==> src/rtl/ssd_value_encoder.sv <==
// ---------------------------------------------------------------------------
// ssd_value_encoder
//
// Feeds the 4-digit seven-segment scan driver. On an accepted load pulse the
// binary value is converted to four BCD digits by a sequential double-dabble
// engine (one bit per clock). The digits are then mapped to active-low segment
// patterns and registered on SSD3..SSD0, with SSD3 being the leftmost digit.
// The patterns stay stable between conversions, so the scan driver may sample
// them at any time.
//
// Optional feature macro: SSD_ENC_BLINK_EN
//   defined   -> adds the blink_en port, the BLINK_DIV parameter and a
//                free-running blink phase; when blink_en=1 and the phase is
//                high, every digit shows dark (7'h7F).
//   undefined -> no blink hardware; the display is always steady.
//
// Parameters
//   VALUE_W    width of the binary input (values above 9999 show "----")
//   BLINK_DIV  clk cycles per blink half-period (blink build only)
//
// Ports
//   clk        in   1        system clock, rising edge
//   rst        in   1        asynchronous reset, active low
//   load       in   1        start a conversion; honoured only when busy=0
//   value      in   VALUE_W  unsigned binary value, sampled on accepted load
//   blank_lz   in   1        1 = blank leading zeros, sampled on accepted load
//   blink_en   in   1        blink enable (blink build only)
//   busy       out  1        conversion in progress
//   done       out  1        one-cycle pulse, new patterns valid
//   SSD3..SSD0 out  7 each   segments {a,b,c,d,e,f,g}, 0 = lit
// ---------------------------------------------------------------------------
module ssd_value_encoder #(
  parameter int VALUE_W = 14
`ifdef SSD_ENC_BLINK_EN
  ,
  parameter int BLINK_DIV = 25000000
`endif
) (
  input  logic               clk,
  input  logic               rst,
  input  logic               load,
  input  logic [VALUE_W-1:0] value,
  input  logic               blank_lz,
`ifdef SSD_ENC_BLINK_EN
  input  logic               blink_en,
`endif
  output logic               busy,
  output logic               done,
  output logic [6:0]         SSD3,
  output logic [6:0]         SSD2,
  output logic [6:0]         SSD1,
  output logic [6:0]         SSD0
);

  localparam int              CNT_W     = $clog2(VALUE_W + 1);
  localparam logic [CNT_W-1:0] LAST_BIT = CNT_W'(VALUE_W - 1);
  localparam logic [6:0]      SEG_BLANK = 7'h7F;
  localparam logic [6:0]      SEG_DASH  = 7'h7E;
  localparam logic [31:0]     MAX_DEC   = 32'd9999;

  typedef enum logic [1:0] {
    S_IDLE   = 2'd0,
    S_SHIFT  = 2'd1,
    S_ENCODE = 2'd2
  } state_t;

  // Active-low segment pattern for one decimal digit; non-decimal codes go dark.
  function automatic logic [6:0] seg_encode(input logic [3:0] digit);
    logic [6:0] seg;
    case (digit)
      4'd0:    seg = 7'h01;
      4'd1:    seg = 7'h4F;
      4'd2:    seg = 7'h12;
      4'd3:    seg = 7'h06;
      4'd4:    seg = 7'h4C;
      4'd5:    seg = 7'h24;
      4'd6:    seg = 7'h20;
      4'd7:    seg = 7'h0F;
      4'd8:    seg = 7'h00;
      4'd9:    seg = 7'h04;
      default: seg = SEG_BLANK;
    endcase
    return seg;
  endfunction

  // Double-dabble correction: every nibble of 5 or more gets 3 added before the shift.
  function automatic logic [15:0] bcd_adjust(input logic [15:0] bcd);
    logic [15:0] res;
    res = 16'h0000;
    for (int k = 0; k < 4; k++) begin
      if (bcd[4*k +: 4] >= 4'd5) begin
        res[4*k +: 4] = bcd[4*k +: 4] + 4'd3;
      end else begin
        res[4*k +: 4] = bcd[4*k +: 4];
      end
    end
    return res;
  endfunction

  state_t             r_state;
  state_t             w_state_nxt;
  logic               w_accept;
  logic               w_shift;
  logic               w_encode;

  logic [VALUE_W-1:0] r_bin;
  logic [15:0]        r_bcd;
  logic [CNT_W-1:0]   r_bit_cnt;
  logic               r_lz;
  logic               r_ovf;
  logic               r_busy;
  logic               r_done;
  logic [6:0]         r_ssd3;
  logic [6:0]         r_ssd2;
  logic [6:0]         r_ssd1;
  logic [6:0]         r_ssd0;

  logic               w_ovf;
  logic [15:0]        w_bcd_adj;
  logic [VALUE_W+15:0] w_shifted;
  logic [3:0]         w_dig3;
  logic [3:0]         w_dig2;
  logic [3:0]         w_dig1;
  logic [3:0]         w_dig0;
  logic               w_blank3;
  logic               w_blank2;
  logic               w_blank1;
  logic [6:0]         w_pat3;
  logic [6:0]         w_pat2;
  logic [6:0]         w_pat1;
  logic [6:0]         w_pat0;

  // Overflow flag for the incoming value, zero-extended for a width-safe compare.
  assign w_ovf = (32'(value) > MAX_DEC);

  // One double-dabble step: adjust the BCD nibbles, then shift {BCD,bin} left by one.
  assign w_bcd_adj = bcd_adjust(r_bcd);
  assign w_shifted = {w_bcd_adj, r_bin} << 1;

  assign w_dig3 = r_bcd[15:12];
  assign w_dig2 = r_bcd[11:8];
  assign w_dig1 = r_bcd[7:4];
  assign w_dig0 = r_bcd[3:0];

  // A digit is a leading zero only if it and every digit to its left are zero.
  assign w_blank3 = r_lz && (w_dig3 == 4'd0);
  assign w_blank2 = w_blank3 && (w_dig2 == 4'd0);
  assign w_blank1 = w_blank2 && (w_dig1 == 4'd0);

  // Pattern selection: overflow dashes win over blanking; SSD0 is never blanked.
  always_comb begin
    w_pat3 = seg_encode(w_dig3);
    w_pat2 = seg_encode(w_dig2);
    w_pat1 = seg_encode(w_dig1);
    w_pat0 = seg_encode(w_dig0);
    if (r_ovf) begin
      w_pat3 = SEG_DASH;
      w_pat2 = SEG_DASH;
      w_pat1 = SEG_DASH;
      w_pat0 = SEG_DASH;
    end else begin
      if (w_blank3) begin
        w_pat3 = SEG_BLANK;
      end else begin
        w_pat3 = seg_encode(w_dig3);
      end
      if (w_blank2) begin
        w_pat2 = SEG_BLANK;
      end else begin
        w_pat2 = seg_encode(w_dig2);
      end
      if (w_blank1) begin
        w_pat1 = SEG_BLANK;
      end else begin
        w_pat1 = seg_encode(w_dig1);
      end
    end
  end

  // Next-state logic and per-state control strobes.
  always_comb begin
    w_state_nxt = r_state;
    w_accept    = 1'b0;
    w_shift     = 1'b0;
    w_encode    = 1'b0;
    case (r_state)
      S_IDLE: begin
        if (load) begin
          w_accept    = 1'b1;
          w_state_nxt = S_SHIFT;
        end else begin
          w_state_nxt = S_IDLE;
        end
      end
      S_SHIFT: begin
        w_shift = 1'b1;
        if (r_bit_cnt == LAST_BIT) begin
          w_state_nxt = S_ENCODE;
        end else begin
          w_state_nxt = S_SHIFT;
        end
      end
      S_ENCODE: begin
        w_encode    = 1'b1;
        w_state_nxt = S_IDLE;
      end
      default: begin
        w_state_nxt = S_IDLE;
      end
    endcase
  end

  // State register.
  always_ff @(posedge clk or negedge rst) begin
    if (!rst) begin
      r_state <= S_IDLE;
    end else begin
      r_state <= w_state_nxt;
    end
  end

  // Conversion datapath: capture on accept, one shift per SHIFT cycle.
  always_ff @(posedge clk or negedge rst) begin
    if (!rst) begin
      r_bin     <= '0;
      r_bcd     <= 16'h0000;
      r_bit_cnt <= '0;
      r_lz      <= 1'b0;
      r_ovf     <= 1'b0;
    end else if (w_accept) begin
      r_bin     <= value;
      r_bcd     <= 16'h0000;
      r_bit_cnt <= '0;
      r_lz      <= blank_lz;
      r_ovf     <= w_ovf;
    end else if (w_shift) begin
      r_bin     <= w_shifted[VALUE_W-1:0];
      r_bcd     <= w_shifted[VALUE_W+15:VALUE_W];
      r_bit_cnt <= r_bit_cnt + {{(CNT_W-1){1'b0}}, 1'b1};
    end else begin
      r_bin     <= r_bin;
      r_bcd     <= r_bcd;
      r_bit_cnt <= r_bit_cnt;
    end
  end

  // Status flags: busy follows the state the FSM is heading into; done marks the ENCODE edge.
  always_ff @(posedge clk or negedge rst) begin
    if (!rst) begin
      r_busy <= 1'b0;
      r_done <= 1'b0;
    end else begin
      r_busy <= (w_state_nxt != S_IDLE);
      r_done <= w_encode;
    end
  end

  // Stored segment patterns, updated only on the ENCODE edge.
  always_ff @(posedge clk or negedge rst) begin
    if (!rst) begin
      r_ssd3 <= SEG_BLANK;
      r_ssd2 <= SEG_BLANK;
      r_ssd1 <= SEG_BLANK;
      r_ssd0 <= SEG_BLANK;
    end else if (w_encode) begin
      r_ssd3 <= w_pat3;
      r_ssd2 <= w_pat2;
      r_ssd1 <= w_pat1;
      r_ssd0 <= w_pat0;
    end else begin
      r_ssd3 <= r_ssd3;
      r_ssd2 <= r_ssd2;
      r_ssd1 <= r_ssd1;
      r_ssd0 <= r_ssd0;
    end
  end

  assign busy = r_busy;
  assign done = r_done;

`ifdef SSD_ENC_BLINK_EN
  localparam int              DIV_W    = (BLINK_DIV > 1) ? $clog2(BLINK_DIV) : 1;
  localparam logic [DIV_W-1:0] DIV_LAST = DIV_W'(BLINK_DIV - 1);

  logic [DIV_W-1:0] r_blink_cnt;
  logic             r_phase;
  logic             w_dark;

  // Free-running half-period counter; the phase toggles each time it wraps.
  always_ff @(posedge clk or negedge rst) begin
    if (!rst) begin
      r_blink_cnt <= '0;
      r_phase     <= 1'b0;
    end else if (r_blink_cnt == DIV_LAST) begin
      r_blink_cnt <= '0;
      r_phase     <= ~r_phase;
    end else begin
      r_blink_cnt <= r_blink_cnt + {{(DIV_W-1){1'b0}}, 1'b1};
      r_phase     <= r_phase;
    end
  end

  // Blink only gates the visible outputs; the stored patterns are left intact.
  assign w_dark = blink_en && r_phase;
  assign SSD3   = w_dark ? SEG_BLANK : r_ssd3;
  assign SSD2   = w_dark ? SEG_BLANK : r_ssd2;
  assign SSD1   = w_dark ? SEG_BLANK : r_ssd1;
  assign SSD0   = w_dark ? SEG_BLANK : r_ssd0;
`else
  assign SSD3 = r_ssd3;
  assign SSD2 = r_ssd2;
  assign SSD1 = r_ssd1;
  assign SSD0 = r_ssd0;
`endif

endmodule

==> config.mk <==
export PLATFORM = sky130hd
export DESIGN_NAME = ssd_value_encoder
export DESIGN_NICKNAME = d
export VERILOG_FILES = /design/src/rtl/ssd_value_encoder.sv
export SDC_FILE = /design/constraint.sdc
export NUM_CORES = 1
export LEC_CHECK = 0
export ABC_CLOCK_PERIOD_IN_PS = 1900
export CAP_MARGIN = 30
export CORE_ASPECT_RATIO = 0.75
export CORE_MARGIN = 5
export CORE_UTILIZATION = 50
export CTS_BUF_LIST = sky130_fd_sc_hd__clkbuf_4 sky130_fd_sc_hd__clkbuf_8
export CTS_CLUSTER_DIAMETER = 60
export DETAILED_ROUTE_END_ITERATION = 16
export PLACE_DENSITY_LB_ADDON = 0.15
export SYNTH_ARGS = -nofsm -noshare
export SYNTH_HDL_FRONTEND = slang
export SYNTH_SLANG_ARGS = --single-unit
==> constraint.sdc <==
create_clock -name clk -period 1.9 [get_ports clk]
set_clock_uncertainty 0.2 [all_clocks]
set_input_delay 0.57 -clock clk [delete_from_list [all_inputs] [get_ports clk]]
set_output_delay 0.57 -clock clk [all_outputs]
set_load 0.005 [all_outputs]
Yosys cells after proc, flatten, opt, wreduce, memory -nomap -nowiden:

Memories as Yosys holds them, arrays and structs flattened.
Index checks and enable logic that the tools add are counted.
Widths: inputs -> output; s select.

* register bits after elaboration: 68
* ROM bits: 448
* input bits: 18
* output and inout port bits: 30
* word-level logic and storage cells: 62
* memories kept: 4

Memory list
* (no name shown): depth 16, width 7, rd ports 1, clocked after Yosys merged registers in 0, write ports 0, RTL line 70 `case (digit)`
* (no name shown): depth 16, width 7, rd ports 1, clocked after Yosys merged registers in 0, write ports 0, RTL line 70
* (no name shown): depth 16, width 7, rd ports 1, clocked after Yosys merged registers in 0, write ports 0, RTL line 70
* (no name shown): depth 16, width 7, rd ports 1, clocked after Yosys merged registers in 0, write ports 0, RTL line 70

* add/subtract/negate cells: 5
* magnitude comparators: 5
* equal/unequal tests: 3
* mux-type cells: 24
* reduce and logical (&&, ||, !) cells: 9

Operators with widths (number)
* $mux 7: 7
* $mux 16: 2
* $mux 14: 2
* $mux 4: 5
* $ge 4x3->1 const B: 4
* $gt 14x14->1 const B: 1
* $add 4x2->4 const B: 3
* $logic_not 4->1: 3
* $mux 1: 5
* $add 4x1->4 const B: 1
* $eq 4x4->1 const B: 1
* $pmux 2 s2: 1
* $reduce_bool 2->1: 2
* $add 3x2->3 const B: 1
* $logic_and 1x1->1: 3
* $mux 3: 1
* $eq 2x1->1 const B: 1
* $eq 2x2->1 const B: 1
* $logic_not 2->1: 1
* $mux 2: 1

Depth between registers and ports, before layout:

Gate-level depths: netlist of run 1.

* depth in word-level cells: 6
* gate-level depth with buffers: 6
* mapped depth without buffers: 6

Worst setup path before layout of run 1:

No wires, ideal clock.

* path type: reg2reg
* start: register r_bcd[9]
* end: register r_bcd[10]
* setup time: 0.133 ns
* data arrival time: 1.409 ns
* data required time: 1.567 ns
* setup slack: 0.157 ns
* stages on the path, launching flop included: 7
* buffers on the path: 0
* period minus slack after synthesis: 1.743 ns
* cell sequence: dfrtp_1 > inv_1 > ha_1 > nand2b_1 > a21oi_1 > mux2i_1 > o21ai_0

* cells in the longest elaborated chain, start to end: 4
* elaborated cells between the ends (all ways): 5
* those cells by class: add/sub: 1; order compare: 1; mux: 3

Ends and longest elaborated chain
* start, declared: RTL line 107 `logic [15:0] r_bcd;`
* start signal, assigned: RTL line 238 `r_bcd <= w_shifted[VALUE_W+15:VALUE_W];`
* start signal, assigned: RTL line 242 `r_bcd <= r_bcd;`
* $add 4x2->4 or $ge 4x3->1 (tied branches): RTL line 92, 91
* $mux 4 (*): RTL line 91 `if (bcd[4*k +: 4] >= 4'd5) begin`
* $mux 16 (*): RTL line 236 `end else if (w_shift) begin`
* $mux 16 (*): RTL line 230 `end else if (w_accept) begin`

Mark *: on every way between the ends. The rest lies on a longest branch, timed or not. The select of a mux whose other input is x is not followed.
A chain may end at the register's enable or synchronous reset.

Worst setup path in the final report of run 1:

* start: register r_ssd0[0], in the netlist SSD0[0]
* end: output port SSD0[0]

RTL lines
* start, declared: RTL line 116 `logic [6:0] r_ssd0;`
* start signal, assigned: RTL line 269 `r_ssd0 <= w_pat0;`
* start signal, assigned: RTL line 274 `r_ssd0 <= r_ssd0;`
* end, declared: RTL line 52 `output logic [6:0] SSD0`

No word-level cell between the ends.

==> impl_metrics.toml, run 1 <==
[power_and_ir_drop]
power_switching_mw = 3.33
p_comb_frac = 0.494
pwr-share-seq = 0.328
clkPwrFrac = 0.178
p_total_mw = 8.82
power.density_nw_per_um2 = 1860
ir_drop_mv = 0.878
internal_power_mw = 5.49
switching_share = 0.377
power.leakage_nw = 2.11

[route]
vias = 3064
drc_errors = 0
drtIter0Drc = 131
viasPerCell = 5.38
drt-total-wl_um = 8280
met3_length_um = 337
maxUsedRoutingLayer = "met4"
wl_per_cell_um = 14.6
wl_met1_um = 3870
wl_met2_um = 3970
dr.pass1.iters = 4
ant_nets = 0

[yosys]
yosys_warnings = 0
yosysSeqAreaShare = 0.469
synth_seq_cells = 68
synth_top_cells_by_count = "52 x nand2_1, 40 x dfrtp_1, 34 x nor2_1, 33 x o21ai_0, 28 x dfstp_2"
synth_edf_count = 0
postSynthCellCount = 394
yosysTopAreaCell = "dfrtp_1"
synth_area_um2 = 3700
synth_area_per_cell_um2 = 9.39
syn_nets = 434
synth_top_cells_by_area = "dfrtp_1 27%, dfstp_2 20%, ha_1 7.4%"
synth_top_area_frac = 0.270
synth_cell_types = 48
synth_most_common_cell = "nand2_1"
synth_ff_type = "dfrtp_1"
async_reset_ff_frac = 1.00

[critical_path]
cpMaxStageDelayCell = "dfstp_2"
timing.rr.end = "SSD1[3]"
critPathBufInv = 1
cp_max_fo = 2
r2r-start = "r_bcd[13]"
r2r_slack_ps = 100
crit_path_end_kind = "output pin"
start_kind = "flip-flop"
max_stage_delay_ps = 530
cp_top_family = "flip-flops"
crit_chain = "clkdlybuf4s15_1"
critical_path_class = "flip-flop to output pin"
reg2reg_depth = 6
arrival_ps = 1080
crit_start = "SSD0[0]"
cp_data_required_time_ps = 1130

[global_route]
antenna_found_initial = 0
grt_pass1_vias = 3040
grt_overflow = 0
track_usage = 0.193
grt_pass1_wl_um = 14100
grt_max_degree = 69

[clock_tree]
hold_buffers = 0
htreeDepth = 3
cts_root_buf = "clkbuf_8"
numCtsBuffers = 9
cts_max_path_buffers = 2
clk_pin_slew_worst_paths_ps = 70
clk_latency_ps = 350
clkSinkCount = 68
cts_tree = "done"

[timing]
setup_tns_ps = 0
final_hold_viol_count = 0
period_share = 0.975
relSlewSlack = 0.653
timing.hold.ws_ps = 29.3
worst_pin_slew_ps = 507
drv_slew = 0
final-setup-viol-count = 0
period_needed_ps = 1850
layout_setup_ws_ps = 47.5
fmax_ghz = 0.540

[floorplan]
die_w_um = 109
die-height_um = 84.5
initial_core_util = 0.510
num_rows = 27
die_area_um2 = 9240
design.core.area_um2 = 7260
pin_count = 48

[finish]
area_delta_synth_final_pct = 28.3
fin_nets = 503
multi_input_area_um2 = 1780
n_fill_cell = 616
area.sequential_um2 = 1740
antenna_cells = 0
drive_gt1_frac = 0.218
design_area_um2 = 4750

[placed_design]
pre_cts_slack_ps = -250
dp_hpwl_um = 5730
dpl_cell_area_um2 = 4450
place_congestion = 0.893
portBuffers = 47

[job]
cap_violations = 0

[worst_hold_path]
worstHoldPathType = "input port to asynchronous set/reset pin"

[run_status]
outcome = "complete, no violations"
## placed cells by master (no fill, tap or decap), types with 2 or more instances in the layout
cell type / count
ha_1: 22
clkbuf_8: 13
o21ai_0: 33
buf_12: 4
nand2b_1: 6
nor2_1: 34
buf_4: 30
bufinv_16: 3
or3_1: 2
a31oi_1: 6
a211oi_1: 3
dfrtp_1: 38
o311ai_1: 2
xnor2_1: 5
o31ai_1: 3
dfstp_2: 28
dfrtp_2: 2
clkdlybuf4s15_1: 23
nor3_1: 2
nand3_1: 20
dlygate4sd2_1: 2
nand3_2: 2
a22oi_1: 14
nor3b_2: 2
o22a_1: 14
o211ai_1: 2
clkbuf_2: 5
clkdlybuf4s50_1: 16
a21oi_1: 21
nand2_1: 52
nor3b_1: 5
inv_1: 22
a21oi_2: 3
mux2i_1: 6
## final cells by class
class	instances	share of cell area
inverter	23	0.0182
tap	101	0.0266
clock buffer	13	0.0377
multi-input combinational	280	0.376
clock inverter	3	0.0190
sequential	68	0.366
timing repair buffer	81	0.157
## cells by family (layout without fill, tap and decap cells)
logic type / count (synthesis) / in the layout / synth area share
muxes: 7 / 7 / 0.0193
buffers and inverters: 46 / 120 / 0.0548
AOI/OAI and AO/OA: 112 / 112 / 0.197
and+or+nand+nor: 133 / 133 / 0.171
adders and majority gates: 22 / 22 / 0.0744
xor gates and xnor gates: 6 / 6 / 0.0142
DFF: 68 / 68 / 0.469
## power by group through the flow
| stage | sequential, mW | clock (mW) | combinational [mW] |
|---|---|---|---|
| global route | 3.00 | 1.67 | 4.91 |
| global placement | 2.88 | 0 | 4.27 |
| finish | 2.90 | 1.57 | 4.35 |
| floorplan | 2.84 | 0 | 2.77 |
| CTS | 2.88 | 1.59 | 4.24 |
| detailed placement | 2.91 | 0 | 4.40 |
## state kept, by name, summed over array words and instances, names as in the netlist, 2 cells and up
register,count
SSD0,7
SSD1,7
SSD2,7
SSD3,7
r_bcd,16
r_bin,14
r_bit_cnt,4
r_state,2
## stage by stage
stage	util	std cells
2_1_floorplan	-	394
3_3_place_gp	0.612	550
3_5_place_dp	0.612	550
4_1_cts	0.645	566
5_1_grt	0.654	569
6_report	0.654	569
## worst max-delay path by stage
stage,to,cells after the start
global placement,r_bcd[3],6
floorplan,r_bcd[10],6
CTS,SSD0[5],1
finish,SSD0[0],1
global route,r_bcd[3],6
detailed placement,r_bit_cnt[0],6
## per-layer routing
layer	global-route usage	vias to the layer above
met1	0.254	1470
met5	0	-
met4	0.0623	0
met3	0.0453	11
li1	-	1518
met2	0.314	65
## timing repair
action | in CTS | in global routing
buffers inserted | 0 | 3
setup endpoints to repair | 30 | 39
resized for setup | 35 | 36
cloned | 0 | 0
pin swaps | 0 | 1
Power figures use the tool's default switching activity.
==> run 2, diff against run 1 <==
--- a/config.mk
+++ b/config.mk
@@ -14,5 +14,6 @@
 export CTS_CLUSTER_DIAMETER = 60
 export DETAILED_ROUTE_END_ITERATION = 16
-export PLACE_DENSITY_LB_ADDON = 0.15
+export DONT_BUFFER_PORTS = 1
+export PLACE_DENSITY = 0.63
 export SYNTH_ARGS = -nofsm -noshare
 export SYNTH_HDL_FRONTEND = slang
==> constraint.sdc (replaced) <==
create_clock -name clk -period 1.9 [get_ports clk]
set_clock_uncertainty 0.2 [all_clocks]
set_input_delay 0.57 -clock clk [delete_from_list [all_inputs] [get_ports clk]]
set_output_delay 0.57 -clock clk [all_outputs]
set_load 0.1 [all_outputs]
==> run 2 against run 1 <==
Maximum frequency is 0.14% higher. The flow now finishes with violations (negative hold slack). Critical path type unchanged. Via count is 4.1% lower. Cell count is 4.7% lower. Global-route usage is 0.087 points higher. Worst setup slack better by 2.5 ps. Routed wire length is 1.3% lower. Die area stayed put. Count of clock-buffer cells in the layout is 2 lower.
==> impl_metrics.toml, run 2 (synthesized netlist as in run 1, its figures left out) <==
[floorplan]
design.core.area_um2 = 7260
pin_count = 48
die_area_um2 = 9240
die_w_um = 109
num_rows = 27
die-height_um = 84.5
initial_core_util = 0.510

[critical_path]
crit_chain = "buf_12"
cpMaxStageDelayCell = "dfstp_2"
critical_path_class = "flip-flop to output pin"
cp_top_family = "flip-flops"
critPathBufInv = 1
crit_path_end_kind = "output pin"
arrival_ps = 1080
cp_max_fo = 2
start_kind = "flip-flop"
max_stage_delay_ps = 560
cp_data_required_time_ps = 1130

[global_route]
grt_max_degree = 69
grt_overflow = 0
grt_pass1_vias = 2930
track_usage = 0.194
antenna_found_initial = 0
grt_pass1_wl_um = 14300

[clock_tree]
cts_root_buf = "clkbuf_8"
clk_latency_ps = 340
htreeDepth = 3
clkSinkCount = 68
post_cts_buffers = 0
numCtsBuffers = 9
clk_pin_slew_worst_paths_ps = 70
cts_tree = "done"
cts_max_path_buffers = 2

[route]
vias = 2938
wl_per_cell_um = 15.1
drc_errors = 0
viasPerCell = 5.42
dr.pass1.iters = 5
ant_nets = 0
drtIter0Drc = 124
drt-total-wl_um = 8180

[finish]
antenna_cells = 0
largest_reg_flops = 16
final_cell_mix = "52 x nand2_1, 39 x dfrtp_1, 34 x nor2_1"
fin_nets = 476
layout_commonest_cell = "nand2_1"
top_register = "r_bcd"
drive_gt1_frac = 0.265
reg.largest.list = "r_bcd (16), r_bin (14)"
finish.utilization = 0.659
area_delta_synth_final_pct = 29.4

[timing]
final_hold_viol_count = 68
worst_pin_slew_ps = 577
drv_slew = 0
timing.hold.ws_ps = -280
setup_tns_ps = 0
rsz0062_at_grt = "true"
period_needed_ps = 1850
relSlewSlack = 0.614
fmax_ghz = 0.541
period_share = 0.974
final-setup-viol-count = 0

[placed_design]
portBuffers = 0
dp_hpwl_um = 5850
place_congestion = 0.898

[job]
cap_violations = 0

[run_status]
violations = "negative hold slack"
outcome = "complete, but fails checks"

[worst_hold_path]
worstHoldPathType = "input port to asynchronous set/reset pin"
[run 2: worst paths after layout]
check                           startpoint  cells past startpoint        end  slack [ps]
min in group clk                  value[4]                      2   r_bin[4]         150
max in group asynchronous              rst                      0    SSD3[1]        1560
worst max-delay path               SSD0[4]                      1    SSD0[4]          50
worst min-delay path                   rst                      0   r_bcd[5]        -280
worst min register to register   r_bin[10]                      2  r_bin[10]         280
worst max register to register   r_bcd[12]                      6    SSD1[3]         110
[run 2: what timing repair did]
action                                 in CTS  in global routing
resized for setup                           0                  9
endpoints found under the hold margin      68                 68
setup endpoints to repair                   0                 21
[run 2: cell type report]
class | instances | area, um^2
Inverter | 23 | 86.3
Clock buffer | 11 | 151
Fill cell | 602 | 2470
Sequential cell | 68 | 1740
Tap cell | 101 | 126
Timing Repair Buffer | 54 | 793
Multi-Input combinational cell | 280 | 1790
Clock inverter | 5 | 108
[run 2: worst reg2reg max path, delay by kind of cell, from the launching register on]
family / cells / cell delay [ps]
flops: 1 / 380
simple gates: 3 / 620
compound gates: 1 / 160
fa+ha+maj: 1 / 260
buf+inv: 1 / 120
[run 2: per-stage QoR]
step / cell area (um^2) / instances / setup WS (ps)
floorplan: 3700 / 394 / 157
global placement: 4500 / 526 / 79.3
detailed placement: 4500 / 526 / 52.5
CTS: 4760 / 542 / 28.9
global route: 4790 / 542 / -7.74
finish: 4790 / 542 / 50.0
[run 2: per-layer routing]
metal	vias up	part of all wire	GRT usage
li1	1469	-	-
met1	1409	0.48	0.268
met2	55	0.47	0.300
met3	5	0.047	0.0600
met4	0	0.0053	0.0430
met5	-	0	0
Power of run 2 is left out: the tool's default activity adds up to more than one toggle a clock period on the data nets, which glitch-free logic cannot reach.
